## src/rtl/div_pkg.sv

```systemverilog
// Shared types and constants for the divider issue stage: data width,
// sequencing FSM states and the divide-by-zero quotient pattern.
package div_pkg;

  localparam int DIV_WIDTH = 4;

  typedef enum logic [1:0] {
    ST_IDLE   = 2'd0,
    ST_SETTLE = 2'd1,
    ST_HOLD   = 2'd2
  } div_state_e;

  localparam logic [DIV_WIDTH-1:0] DIV_QUOT_ALL_ONES = '1;

endpackage

```

## src/rtl/div_operand_fifo.sv

```systemverilog
// Operand-pair FIFO: DEPTH entries of {dividend, divisor}, wrap-around pointers,
// occupancy count. Overflowing pushes and underflowing pops are ignored.
module div_operand_fifo #(
  parameter int WIDTH = 4,
  parameter int DEPTH = 4
) (
  input  logic                       clk,
  input  logic                       rst_n,
  input  logic                       push,
  input  logic [2*WIDTH-1:0]         push_data,
  input  logic                       pop,
  output logic [2*WIDTH-1:0]         head_data,
  output logic [$clog2(DEPTH):0]     count,
  output logic                       full,
  output logic                       empty
);

  localparam int AW = $clog2(DEPTH);
  localparam int CW = AW + 1;

  logic [2*WIDTH-1:0] mem [DEPTH];
  logic [AW-1:0]      wr_ptr_q, wr_ptr_d;
  logic [AW-1:0]      rd_ptr_q, rd_ptr_d;
  logic [CW-1:0]      count_q, count_d;
  logic               do_push, do_pop;

  assign full      = (count_q == CW'(DEPTH));
  assign empty     = (count_q == '0);
  assign count     = count_q;
  assign head_data = mem[rd_ptr_q];

  always_comb begin
    do_push  = push && !full;
    do_pop   = pop && !empty;
    wr_ptr_d = wr_ptr_q;
    rd_ptr_d = rd_ptr_q;
    count_d  = count_q;
    if (do_push) wr_ptr_d = wr_ptr_q + AW'(1);
    if (do_pop)  rd_ptr_d = rd_ptr_q + AW'(1);
    // Simultaneous push and pop leaves the count unchanged.
    case ({do_push, do_pop})
      2'b10:   count_d = count_q + CW'(1);
      2'b01:   count_d = count_q - CW'(1);
      default: count_d = count_q;
    endcase
  end

  always_ff @(posedge clk or negedge rst_n) begin
    if (!rst_n) begin
      wr_ptr_q <= '0;
      rd_ptr_q <= '0;
      count_q  <= '0;
    end else begin
      wr_ptr_q <= wr_ptr_d;
      rd_ptr_q <= rd_ptr_d;
      count_q  <= count_d;
    end
  end

  // Storage carries no reset; the count alone decides which entries are live.
  always_ff @(posedge clk) begin
    if (do_push) mem[wr_ptr_q] <= push_data;
  end

endmodule

```

## src/rtl/div_issue_stage.sv

```systemverilog
// Sequencer for an external combinational divider: buffers operand pairs, waits
// SETTLE_CYCLES, registers results. Optional DIV_ZERO_CHECK_EN overrides zero-divisor results.
module div_issue_stage
  import div_pkg::*;
#(
  parameter int WIDTH         = DIV_WIDTH,
  parameter int DEPTH         = 4,
  parameter int SETTLE_CYCLES = 2
) (
  input  logic                   clk,
  input  logic                   rst_n,
  input  logic                   in_valid,
  output logic                   in_ready,
  input  logic [WIDTH-1:0]       in_dividend,
  input  logic [WIDTH-1:0]       in_divisor,
  output logic [WIDTH-1:0]       div_dividend,
  output logic [WIDTH-1:0]       div_divisor,
  input  logic [WIDTH-1:0]       div_quotient,
  input  logic [WIDTH-1:0]       div_remainder,
  output logic                   out_valid,
  input  logic                   out_ready,
  output logic [WIDTH-1:0]       out_quotient,
  output logic [WIDTH-1:0]       out_remainder,
  output logic                   out_div_zero,
  output logic [$clog2(DEPTH):0] fifo_count
);

  localparam int SCW = (SETTLE_CYCLES > 1) ? $clog2(SETTLE_CYCLES) : 1;
  localparam logic [SCW-1:0] SETTLE_LOAD = SCW'(SETTLE_CYCLES - 1);

  div_state_e       state_q, state_d;
  logic [SCW-1:0]   cnt_q, cnt_d;
  logic [WIDTH-1:0] div_a_q, div_a_d, div_b_q, div_b_d;
  logic [WIDTH-1:0] quot_q, quot_d, rem_q, rem_d;
  logic             dz_q, dz_d;
  logic             out_valid_q, out_valid_d;
  logic             fifo_pop, fifo_full, fifo_empty;
  logic [2*WIDTH-1:0] fifo_head;

  div_operand_fifo #(.WIDTH(WIDTH), .DEPTH(DEPTH)) u_fifo (
    .clk       (clk),
    .rst_n     (rst_n),
    .push      (in_valid),
    .push_data ({in_dividend, in_divisor}),
    .pop       (fifo_pop),
    .head_data (fifo_head),
    .count     (fifo_count),
    .full      (fifo_full),
    .empty     (fifo_empty)
  );

  assign in_ready      = !fifo_full;
  assign div_dividend  = div_a_q;
  assign div_divisor   = div_b_q;
  assign out_valid     = out_valid_q;
  assign out_quotient  = quot_q;
  assign out_remainder = rem_q;
  assign out_div_zero  = dz_q;

  always_comb begin
    state_d     = state_q;
    cnt_d       = cnt_q;
    div_a_d     = div_a_q;
    div_b_d     = div_b_q;
    quot_d      = quot_q;
    rem_d       = rem_q;
    dz_d        = dz_q;
    out_valid_d = out_valid_q;
    fifo_pop    = 1'b0;
    case (state_q)
      ST_IDLE: begin
        if (!fifo_empty) begin
          fifo_pop = 1'b1;
          state_d  = ST_SETTLE;
        end
      end
      ST_SETTLE: begin
        if (cnt_q == '0) begin
          out_valid_d = 1'b1;
          state_d     = ST_HOLD;
`ifdef DIV_ZERO_CHECK_EN
          if (div_b_q == '0) begin
            quot_d = WIDTH'(DIV_QUOT_ALL_ONES);
            rem_d  = div_a_q;
            dz_d   = 1'b1;
          end else begin
            quot_d = div_quotient;
            rem_d  = div_remainder;
            dz_d   = 1'b0;
          end
`else
          quot_d = div_quotient;
          rem_d  = div_remainder;
          dz_d   = 1'b0;
`endif
        end else begin
          cnt_d = cnt_q - SCW'(1);
        end
      end
      ST_HOLD: begin
        if (out_ready) begin
          out_valid_d = 1'b0;
          fifo_pop    = !fifo_empty;
          state_d     = fifo_empty ? ST_IDLE : ST_SETTLE;
        end
      end
      default: state_d = ST_IDLE;
    endcase
    // Any pop launches the head pair into the divider and restarts settling.
    if (fifo_pop) begin
      div_a_d = fifo_head[2*WIDTH-1:WIDTH];
      div_b_d = fifo_head[WIDTH-1:0];
      cnt_d   = SETTLE_LOAD;
    end
  end

  always_ff @(posedge clk or negedge rst_n) begin
    if (!rst_n) begin
      state_q     <= ST_IDLE;
      cnt_q       <= '0;
      div_a_q     <= '0;
      div_b_q     <= '0;
      quot_q      <= '0;
      rem_q       <= '0;
      dz_q        <= 1'b0;
      out_valid_q <= 1'b0;
    end else begin
      state_q     <= state_d;
      cnt_q       <= cnt_d;
      div_a_q     <= div_a_d;
      div_b_q     <= div_b_d;
      quot_q      <= quot_d;
      rem_q       <= rem_d;
      dz_q        <= dz_d;
      out_valid_q <= out_valid_d;
    end
  end

endmodule

```

## config.mk

```make
export PLATFORM = sky130hd
export DESIGN_NAME = div_issue_stage
export DESIGN_NICKNAME = d
export VERILOG_FILES = /design/src/rtl/div_pkg.sv /design/src/rtl/div_operand_fifo.sv /design/src/rtl/div_issue_stage.sv
export SDC_FILE = /design/constraint.sdc
export NUM_CORES = 1
export LEC_CHECK = 0
export ABC_AREA = 1
export BUFFER_PORTS_ARGS = -buffer_cell sky130_fd_sc_hd__buf_2
export CAP_MARGIN = 20
export CELL_PAD_IN_SITES_DETAIL_PLACEMENT = 1
export CELL_PAD_IN_SITES_GLOBAL_PLACEMENT = 1
export CORE_MARGIN = 5
export CORE_UTILIZATION = 35
export CTS_CLUSTER_DIAMETER = 100
export DETAILED_ROUTE_END_ITERATION = 16
export PLACE_DENSITY_LB_ADDON = 0.12
export SYNTH_ARGS = -nofsm -noshare
export SYNTH_HDL_FRONTEND = slang
export SYNTH_SLANG_ARGS = --single-unit
```

## constraint.sdc

```tcl
create_clock -name clk -period 2.1 [get_ports clk]
set_clock_uncertainty 0.2 [all_clocks]
set_input_delay 0.42 -clock clk [delete_from_list [all_inputs] [get_ports clk]]
set_output_delay 0.42 -clock clk [all_outputs]
set_load 0.01 [all_outputs]
```

==> impl_metrics.ini <==
[status]
run_status = finished, final reports clean

[floorplan]
die_y_um = 96.58
start_util_pct = 35.98
rows = 31
design.die.area_um2 = 9328
num_io_pins = 42
die_w_um = 96.58
core-area_um2 = 7292

[drt]
drtIter0Drc = 66
num_vias = 1824
drt_wl_total_um = 5495
drtPass1Iterations = 4
ant_nets = 0
drc = 0
viasPerCell = 4.282
wl_per_cell_um = 12.90

[power_and_ir_drop]
ir_worst_vdd_uv = 645.0
p_comb_share_pct = 40.0
intPower_mw = 2.838
netSwitchingPower_mw = 1.787
seqPwrFrac_pct = 39.8
leakagePower_nw = 1.595
swShare_pct = 38.65
total_power_mw = 4.625
power_per_cell_area_nw_per_um2 = 1470
clockPowerShare_pct = 20.1

[clock_tree]
cts.path.max_buffers = 2
cts-buffers-inserted = 9
cts_max_level = 3
clk_pin_slew_ns = 0.06
cts_tree = yes
worstSkewPairLatency_ns = 0.33
clock-sinks = 59
root_buffer = clkbuf_8
postCtsSetupBuffers = 0

[timing]
rsz0062_at_grt = false
period_share_pct = 93.33
holdWs_ns = 0.1053
fmax_ghz = 0.5102
slew_headroom_pct = 57.69
finalHoldViolations = 0
tightestPinTransition_ns = 0.6346
maxSlewViolCount = 0
fin_crit_ns = 1.960
setup_violations = 0

[worst_setup_path]
reg2reg_depth = 9
cp_max_fo = 4
crit_required_ns = 2.11
cp-start-kind = flop
end_kind = flop
cp.arrival_ns = 1.97
crit_type = flop to flop

[place]
dp.cells = 409
port-buffer-count = 40
hpwl_um = 3894
place_area_um2 = 2950
place_congestion = 0.7430

[global_routing]
gr-usage-met3_pct = 4.105
grt_util_met2_pct = 21.84
grt_start_max_net_pins = 28
grt_overflow_total = 0
grt_busiest_layer = met2
grt_pass1_vias = 1856
met1_usage_pct = 15.88
grt_use_total_pct = 13.15
grt_first_pass_wirelength_um = 9032
antenna_found_initial = 0

[logic_synthesis]
synthCells = 267
yosysTopAreaCellShare_pct = 36.62
synthTopCellsByArea = edfxtp_1, dfrtp_1, nand2_1
synth_seq_cells = 59
synth.distinct_cells = 22
synth.cell_area_um2 = 2624
avgSynthCellArea_um2 = 9.827
ys_seq_area_share_pct = 62.37
yosys_warnings = 0
yosysTopAreaCell = edfxtp_1
synth_fp_nets = 293

[min_path]
holdCritPathClass = primary input to flop
hold_depth = 1

[finish]
final_common_cell = nand2_1
final_cell_area_um2 = 3147
nFillCells = 876
layout.nets = 348
final_cell_mix = nand2_1, inv_1, buf_2, edfxtp_1, nand3_1
final_cells = 426
drive_gt1_share_pct = 24.77
syn_to_final_growth_pct = 19.93
antenna_cells = 0

[job]
max_cap_violations = 0
[area by class of cell]
class / instances / area (um^2) / share of cell area, %
flip-flops and latches: 59 / 1638 / 52.05
multi-input cells: 150 / 716.9 / 22.78
repair buffers: 52 / 292.8 / 9.304
inverters: 50 / 192.7 / 6.123
clock buffers: 14 / 172.7 / 5.487
well taps: 99 / 123.9 / 3.936
clock inverters: 2 / 10.01 / 0.3181
[final timing paths]
| check | startpoint | endpoint | slack (ns) |
|---|---|---|---|
| setup / recovery | u_fifo.count[0]$_DFFE_PN0P_ | u_fifo.count[2]$_DFFE_PN0P_ | 0.14 |
| hold / removal | in_divisor[3] | u_fifo.mem[2][3]$_DFFE_PP_ | 0.11 |
| setup reg to reg | u_fifo.count[0]$_DFFE_PN0P_ | u_fifo.count[2]$_DFFE_PN0P_ | 0.14 |
| hold reg to reg | out_quotient[1]$_DFFE_PN0P_ | out_quotient[1]$_DFFE_PN0P_ | 0.26 |
| max in group asynchronous | rst_n | u_fifo.count[0]$_DFFE_PN0P_ | 0.80 |
| min in group asynchronous | rst_n | div_divisor[3]$_DFFE_PN0N_ | 0.44 |
[worst max-delay path: stages (launching register included)]
cell	delay [ns]
dfrtp_2	0.44
inv_2	0.07
nand3_2	0.09
inv_2	0.05
nor2_1	0.05
ha_2	0.21
fa_1	0.39
nand2_1	0.08
nand3_1	0.10
xor2_1	0.18
[power groups by stage]
stage	registers, mW	logic (mW)	clock network (mW)
final	1.84	1.85	0.931
after global routing	1.89	2.16	1.03
after CTS	1.84	1.91	0.974
after detailed placement	1.86	1.90	0
after global placement	1.86	1.85	0
after floorplan	1.90	1.26	0
[metal layers]
metal	up-vias	share of wire, %
met5	-	0
met4	0	1.5
met3	9	5.2
met2	40	47
met1	842	46
li1	933	-
[cells in the mapped netlist]
cell type and number:
nand3_1 28, inv_2 2, buf_12 1, buf_6 2, nand3_2 1, clkinv_1 1, inv_6 1, nand2_1 89
xor2_1 3, inv_1 46, ha_1 5, edfxtp_1 32, nand2_2 9, xnor2_1 1, clkbuf_4 1, conb_1 1
dfrtp_1 27, buf_4 4, nor2_1 8, o21ai_0 3, o31ai_1 1, fa_1 1
[stage by stage]
step / setup TNS (ns) / worst slack, ns / utilization (%)
after floorplan: 0 / 0.07078 / -
after global placement: 0 / 0.03410 / 40.46
after detailed placement: -0.01201 / -0.01201 / 40.46
after CTS: 0 / 0.06581 / 43.10
after global routing: 0 / 0.01149 / 43.15
final: 0 / 0.1401 / 43.15
[registers in the layout, indices dropped and copies added, names as in the netlist]
register and cells:
out_remainder 4, state_q 2, div_dividend 4, u_fifo.wr_ptr_q 2, out_quotient 4, cnt_q 1, div_divisor 4, u_fifo.mem 32
out_valid 1, u_fifo.count 3, u_fifo.rd_ptr_q 2
[cells by family (layout without fill, tap and decap cells)]
family	after synthesis	count (layout)	share of synthesized area [%]
adder cells (fa/ha/maj)	6	6	3.147
AO/OA/AOI/OAI	4	4	0.8583
other	1	1	0.1429
flip-flops	59	59	62.37
AND/OR/NAND/NOR	135	135	21.75
buffers and inverters	58	118	10.40
XOR/XNOR	4	4	1.335
[what timing repair did]
item                                   CTS  global route
endpoints found under the hold margin   27             0
gates resized for setup                  0             4
setup endpoints to repair                0             1
hold buffers                             1             0
No activity file was read; power rests on OpenSTA's default activity.
